--- config.mk ---
export PLATFORM = sky130hd
export DESIGN_NAME = if_fetch
export DESIGN_NICKNAME = d
export VERILOG_FILES = /design/src/rtl/pipe_pkg.sv /design/src/rtl/if_fetch.sv
export SDC_FILE = /design/constraint.sdc
export NUM_CORES = 1
export LEC_CHECK = 0
export ABC_AREA = 1
export BUFFER_PORTS_ARGS = -buffer_cell sky130_fd_sc_hd__clkbuf_2
export CAP_MARGIN = 20
export CORE_MARGIN = 5
export CORE_UTILIZATION = 41
export DETAILED_ROUTE_END_ITERATION = 10
export GPL_TIMING_DRIVEN = 0
export PLACE_DENSITY = 0.58
export SYNTH_ARGS = -nofsm -noshare
export SYNTH_HDL_FRONTEND = slang
export SYNTH_SLANG_ARGS = --single-unit
--- constraint.sdc ---
create_clock -name clk -period 2.9 [get_ports clk]
set_input_delay 0.29 -clock clk [delete_from_list [all_inputs] [get_ports clk]]
set_output_delay 0.29 -clock clk [all_outputs]
set_load 0.03 [all_outputs]
--- src/rtl/pipe_pkg.sv ---
// Shared definitions for the 5-stage MIPS pipeline.
//   WORD_W           - datapath / word-address width
//   word_t           - one instruction word or word address
//   fetch_state_e    - instruction-fetch control states
//   NOP_WORD         - instruction word used for bubbles and flushes
//   DEFAULT_RESET_PC - default PC loaded on reset
package pipe_pkg;

  localparam int WORD_W = 32;

  typedef logic [WORD_W-1:0] word_t;

  // ST_FETCH   : request outstanding (or about to be), normal operation
  // ST_FULL    : an acked instruction is parked in the skid buffer under stall
  // ST_DISCARD : the outstanding request is stale because of a redirect
  typedef enum logic [1:0] {
    ST_FETCH   = 2'd0,
    ST_FULL    = 2'd1,
    ST_DISCARD = 2'd2
  } fetch_state_e;

  localparam word_t NOP_WORD         = 32'h0000_0000;
  localparam word_t DEFAULT_RESET_PC = 32'h0000_0000;

endpackage

--- src/rtl/if_fetch.sv ---
// Instruction-fetch stage. Owns the word-addressed PC, keeps at most one
// request in flight to instruction memory over a req/ack handshake, absorbs
// an ID stall with a one-entry skid buffer and redirects on a taken
// branch/jump resolved in ID. A NOP bubble is emitted whenever no valid
// instruction is available.
// Ports:
//   clk, rst_n    - clock (rising edge), asynchronous active-low reset
//   Stall_ID      - hazard stall from ID (also holds IF/ID)
//   ID_PCSrc      - taken branch/jump in ID, only acted on when ~Stall_ID
//   ID_Target_PC  - redirect target word address
//   imem_req      - fetch request, held until imem_ack
//   imem_addr     - word address of the outstanding request
//   imem_ack      - one-cycle response pulse, imem_rdata valid with it
//   imem_rdata    - instruction word from memory
//   Ins, PC_P1    - registered instruction and its PC+1 to IF/ID
//   IF_Valid      - registered, 1 when Ins/PC_P1 hold a real instruction
module if_fetch
  import pipe_pkg::*;
#(
  parameter logic [WORD_W-1:0] RESET_PC = DEFAULT_RESET_PC,
  parameter logic [WORD_W-1:0] NOP_INS  = NOP_WORD
) (
  input  logic              clk,
  input  logic              rst_n,
  input  logic              Stall_ID,
  input  logic              ID_PCSrc,
  input  logic [WORD_W-1:0] ID_Target_PC,
  output logic              imem_req,
  output logic [WORD_W-1:0] imem_addr,
  input  logic              imem_ack,
  input  logic [WORD_W-1:0] imem_rdata,
  output logic [WORD_W-1:0] Ins,
  output logic [WORD_W-1:0] PC_P1,
  output logic              IF_Valid
);

  fetch_state_e state_q, state_d;
  word_t        pc_q, pc_d;
  word_t        redir_pc_q, redir_pc_d;
  word_t        buf_ins_q, buf_ins_d;
  word_t        buf_pc_p1_q, buf_pc_p1_d;
  word_t        ins_q, ins_d;
  word_t        pc_p1_q, pc_p1_d;
  logic         valid_q, valid_d;

  logic         redirect;
  logic         load_bubble;
  word_t        pc_inc;

  // A stalled ID must not act on its branch: the branch will be re-presented.
  assign redirect = ID_PCSrc & ~Stall_ID;
  assign pc_inc   = pc_q + 32'd1;  // wraps modulo 2^32

  // State register
  always_ff @(posedge clk or negedge rst_n) begin
    if (!rst_n) begin
      state_q     <= ST_FETCH;
      pc_q        <= RESET_PC;
      redir_pc_q  <= '0;
      // NOTE: the skid buffer is only two registers, so it is reset like any
      // other state; no stale word can ever surface after reset.
      buf_ins_q   <= NOP_INS;
      buf_pc_p1_q <= '0;
      ins_q       <= NOP_INS;
      pc_p1_q     <= '0;
      valid_q     <= 1'b0;
    end else begin
      // NOTE: non-blocking assignments so every register samples the
      // pre-edge value of every other register.
      state_q     <= state_d;
      pc_q        <= pc_d;
      redir_pc_q  <= redir_pc_d;
      buf_ins_q   <= buf_ins_d;
      buf_pc_p1_q <= buf_pc_p1_d;
      ins_q       <= ins_d;
      pc_p1_q     <= pc_p1_d;
      valid_q     <= valid_d;
    end
  end

  // Next-state and datapath logic
  always_comb begin
    // NOTE: every target gets a hold default first, so no path through the
    // case below can leave a variable unassigned and infer a latch.
    state_d     = state_q;
    pc_d        = pc_q;
    redir_pc_d  = redir_pc_q;
    buf_ins_d   = buf_ins_q;
    buf_pc_p1_d = buf_pc_p1_q;
    ins_d       = ins_q;
    pc_p1_d     = pc_p1_q;
    valid_d     = valid_q;
    load_bubble = 1'b0;

    unique case (state_q)
      ST_FETCH: begin
        if (redirect) begin
          load_bubble = 1'b1;
          if (imem_ack) begin
            pc_d = ID_Target_PC;  // response belongs to the wrong path
          end else begin
            redir_pc_d = ID_Target_PC;
            state_d    = ST_DISCARD;
          end
        end else if (imem_ack && !Stall_ID) begin
          ins_d   = imem_rdata;
          pc_p1_d = pc_inc;
          valid_d = 1'b1;
          pc_d    = pc_inc;
        end else if (imem_ack) begin
          // ID is stalled: park the word, outputs keep the held instruction.
          buf_ins_d   = imem_rdata;
          buf_pc_p1_d = pc_inc;
          pc_d        = pc_inc;
          state_d     = ST_FULL;
        end else if (!Stall_ID) begin
          load_bubble = 1'b1;
        end
      end

      ST_FULL: begin
        if (redirect) begin
          load_bubble = 1'b1;
          pc_d        = ID_Target_PC;
          state_d     = ST_FETCH;
        end else if (!Stall_ID) begin
          ins_d   = buf_ins_q;
          pc_p1_d = buf_pc_p1_q;
          valid_d = 1'b1;
          state_d = ST_FETCH;
        end
      end

      ST_DISCARD: begin
        // The stale request stays on the bus until it is acked and dropped.
        if (imem_ack) begin
          pc_d    = redirect ? ID_Target_PC : redir_pc_q;
          state_d = ST_FETCH;
        end else if (redirect) begin
          redir_pc_d = ID_Target_PC;  // latest target wins
        end
        load_bubble = !Stall_ID;
      end

      default: begin
        state_d = ST_FETCH;
      end
    endcase

    if (load_bubble) begin
      ins_d   = NOP_INS;
      pc_p1_d = '0;
      valid_d = 1'b0;
    end
  end

  // Handshake outputs, purely from registered state
  always_comb begin
    imem_req  = (state_q != ST_FULL);
    imem_addr = pc_q;
  end

  assign Ins      = ins_q;
  assign PC_P1    = pc_p1_q;
  assign IF_Valid = valid_q;

endmodule
==> Flow_metrics.wiki <==
{| class="wikitable"
! Metric !! Value
|-
| WL/cell || 16.66 um
|-
| Leakage || 6.408 nW
|-
| Buffer and inverter count on the worst path || 5
|-
| Hold-critical path depth || 3
|-
| Max-slew violation count || 0
|-
| Fin Setup TNS || 0 ns
|-
| Wire length on met3 || 1585 um
|-
| Detailed-placement wirelength estimate || 24790 um
|-
| CTS Root Cell || clkbuf_16
|-
| Nature of the critical path endpoint || primary output
|-
| Class of the most critical hold timing path || in2reg
|-
| Utilization after layout || 0.4933
|-
| Arrival time of data at the critical path endpoint || 2.23 ns
|-
| Capture endpoint of the worst hold path || buf_ins_q[6]
|-
| Clock tree from TritonCTS || built
|-
| Largest net degree at the start of global routing || 87
|-
| Die ar. || 28950 um^2
|-
| Max Used Layer || met4
|-
| Number of antenna violations at the first check in global routing || 0
|-
| Antenna Cells || 0
|-
| Post-CTS setup-driven buffer insertion count || 0
|-
| Largest driver fanout on the critical path || 10
|-
| Number of warnings reported in the yosys synthesis log || 0
|-
| Most common library cell in the layout ignoring fill and taps || nand2_1
|-
| First-pass GRT wire length || 51540 um
|-
| Seq pwr share || 0.314
|-
| All-Layer GR Usage || 0.2241
|-
| Net switching fraction of the power || 0.5076
|-
| DRT Wirelength || 32370 um
|-
| Met2 routed WL || 14830 um
|-
| Skew-Pair Late Insertion Delay || 0.44 ns
|-
| Crit Reg-Reg Startpoint || state_q[1]
|-
| Most used cell, CP || buf_2
|-
| Height of the die || 170.2 um
|-
| Setup clock skew after layout || 0.01862 ns
|-
| Number of synthesized flops with an enable pin || 0
|-
| Row count || 58
|-
| Via count || 9784
|-
| Fillcell total || 2561
|-
| I/O pin count || 167
|-
| Nets || 1674
|-
| Max cap viols || 0
|-
| Launch instance of the worst min-delay path || imem_rdata[6]
|-
| Pre-Repair DR Iteration Count || 5
|-
| Critical Path RT || 2.61 ns
|-
| Slew of the pin with the lowest slew margin || 0.6943 ns
|-
| Yosys reg bits || 195
|-
| Number of sinks on the clock net || 195
|-
| Final setup vio count || 0
|-
| Fraction of the yosys area taken by sequential cells || 0.4640
|-
| Top cells by area, synth || dfrtp_1 46%, nand2_1 18%, a21oi_1 5.9%
|-
| Post-synthesis async set-or-reset flop share || 1.000
|-
| Gate Count Post-Synth || 1412
|-
| Post-layout min period || 2.521 ns
|-
| Reg-to-reg slack, setup || 0.59 ns
|-
| Clock Power Share || 0.155
|-
| Number of CTS-inserted buffers || 17
|-
| Reg2Reg Depth || 8
|-
| Cell internal power dissipation || 7.880 mW
|-
| Setup CP Type || reg2out
|-
| Max Buffers Root-to-Sink || 2
|-
| Area fraction of the dominant cell type after synthesis || 0.4640
|-
| Max stage delay on crit path || 0.44 ns
|-
| Metal-1 WL || 15440 um
|-
| Post-synthesis instance area || 10520 um^2
|-
| Global route overflow || 0
|-
| Detailed router's first-iteration violation count || 722
|-
| Status || finished, final reports clean
|-
| Worst-path cell chain || inv_1, ha_1, buf_2, clkinv_1, buf_2, clkbuf_2
|-
| DRC violations left || 0
|-
| R2R Path End || imem_addr[3]
|-
| Vias in the first global route || 9375
|-
| Largest voltage drop on the vdd net || 0.4634 mV
|-
| Flip-flop cell with the highest count after synthesis || dfrtp_1
|-
| Worst hold margin || 0.07533 ns
|-
| Die X-Extent || 170.2 um
|-
| Crit-path leading delay family || buffers and inverters
|-
| Worst max-slew margin expressed relative to the limit || 0.5371
|-
| Post-synth top area cell || dfrtp_1
|-
| Post-cts sizing count || 0
|-
| Core Area || 25250 um^2
|-
| Highest Clock Rate || 396.7 MHz
|-
| Layout area overhead || 18.45%
|-
| Syn Area/Cell || 7.448 um^2
|-
| Cell Pwr Density || 1285 nW/um^2
|-
| Net Switching || 8.123 mW
|-
| Number of H-tree levels || 4
|-
| Count of buffers from port buffering || 166
|-
| Net Count, Synth || 1486
|-
| DR vias/cell || 5.036
|-
| Synth unique cells || 37
|-
| Most used cells in the layout excluding fill and tap cells || 493 x nand2_1, 195 x dfrtp_1, 166 x clkbuf_2
|-
| Combinational cell fraction of total power || 0.531
|-
| Clock edge transition at the registers on the reported setup and hold paths || 0.09 ns
|-
| Total count of hold-check failures in the final report || 0
|-
| Share of the cycle needed by the critical path after routing || 0.8693
|-
| Number of nets with antenna violations after detailed routing || 0
|-
| RSZ-0062 raised after global routing || false
|-
| Worst path slowest cell || dfrtp_1
|-
| Effective utilization at floorplan || 0.4164
|-
| Kind of start point of the critical path || register
|-
| Ratio of cells with drive above 1 in the final layout || 0.1823
|-
| Weighted congestion reported at the end of routability-driven placement || 0.8707
|}
-- how the worst max path moves through the flow --
stage | start | end | slack [ns] | depth (start not counted)
floorplan | state_q[0] | imem_addr[1] | 1.15 | 9
global placement | rst_n | redir_pc_q[26] | -2.49 | 1
global route | state_q[1] | imem_req | 0.27 | 6
detailed placement | state_q[1] | PC_P1[16] | 0.68 | 8
CTS | state_q[1] | imem_req | 0.37 | 6
finish | state_q[1] | imem_req | 0.38 | 6
-- metal layers --
metal  vias to the layer above  global-route usage
met5                         -                   0
met4                         0             0.05590
met3                        30             0.03020
met2                       271              0.3547
met1                      4585              0.3269
li1                       4898                   -
-- worst min-delay path: cells and delay by family --
family / cells / cell delay, ns
buf+inv: 1 / 0.09
simple gates: 2 / 0.10
-- cells in the mapped netlist (2+ instances only) --
| library cell | count |
|---|---|
| o21bai_1 | 3 |
| or2_1 | 5 |
| nand3b_1 | 4 |
| buf_1 | 6 |
| ha_1 | 5 |
| inv_2 | 8 |
| clkbuf_1 | 26 |
| buf_2 | 33 |
| nand2_4 | 2 |
| a22oi_1 | 8 |
| o211ai_1 | 13 |
| xnor2_1 | 4 |
| nand2_2 | 4 |
| dfrtp_1 | 195 |
| o21ai_1 | 34 |
| nor2_4 | 9 |
| nand2_1 | 493 |
| xor2_1 | 6 |
| nor2_8 | 2 |
| xor2_2 | 3 |
| mux2i_1 | 22 |
| buf_6 | 4 |
| nand3_1 | 39 |
| inv_1 | 89 |
| o21ai_0 | 109 |
| a21oi_1 | 125 |
| or2_2 | 17 |
| nor2_1 | 129 |
| buf_4 | 7 |
-- cells by family (layout without fill, tap and decap cells) --
group                      Yosys count  after routing  share of synthesized area
AOI/OAI and AO/OA                  294            294                     0.1471
xor gates and xnor gates            13             13                    0.01297
adders and majority gates            5              5                   0.005949
buffers and inverters              175            376                    0.07186
DFF                                195            195                     0.4640
muxes                               22             22                    0.02094
and+or+nand+nor                    708            708                     0.2772
-- power by group through the flow --
stage               Combinational, mW  Clock (mW)  Sequential (mW)
floorplan                        4.82           0             6.02
detailed placement               8.52           0             5.06
CTS                              8.56        2.54             5.01
global route                     9.47        2.65             5.18
finish                           8.50        2.48             5.02
global placement                 8.40           0             5.02
-- registers in the layout (all words and copies together) (netlist names) --
register and count:
imem_addr 32, Ins 32, IF_Valid 1, state_q 2
buf_pc_p1_q 32, PC_P1 32, buf_ins_q 32, redir_pc_q 32
-- through the flow --
step	power (mW)	cell area (um^2)	setup WS, ns	std cells
after floorplan	10.84	10520	1.155	1412
after global placement	13.42	11760	-2.486	1908
after detailed placement	13.58	11820	0.6804	1910
after CTS	16.11	12460	0.3723	1943
after global routing	17.31	12460	0.2715	1943
final	16.00	12460	0.3790	1943
-- timing repair --
item / 4_1_cts / 5_1_grt
hold buffers: 1 / 0
hold endpoints to repair: 45 / 0
setup endpoints to repair: 0 / 0
-- cell type report --
type                       instances  area [um^2]  area share
inverter                          98        367.9     0.02953
tap                              330        412.9     0.03315
timing repair buffer             169        904.6     0.07262
clock inverter                    15        197.7     0.01587
buffer                            77        387.9     0.03114
clock buffer                      17        425.4     0.03415
sequential                       195         4880      0.3917
multi-input combinational       1042         4881      0.3918
Note: power is estimated with default switching activity, not from simulation.
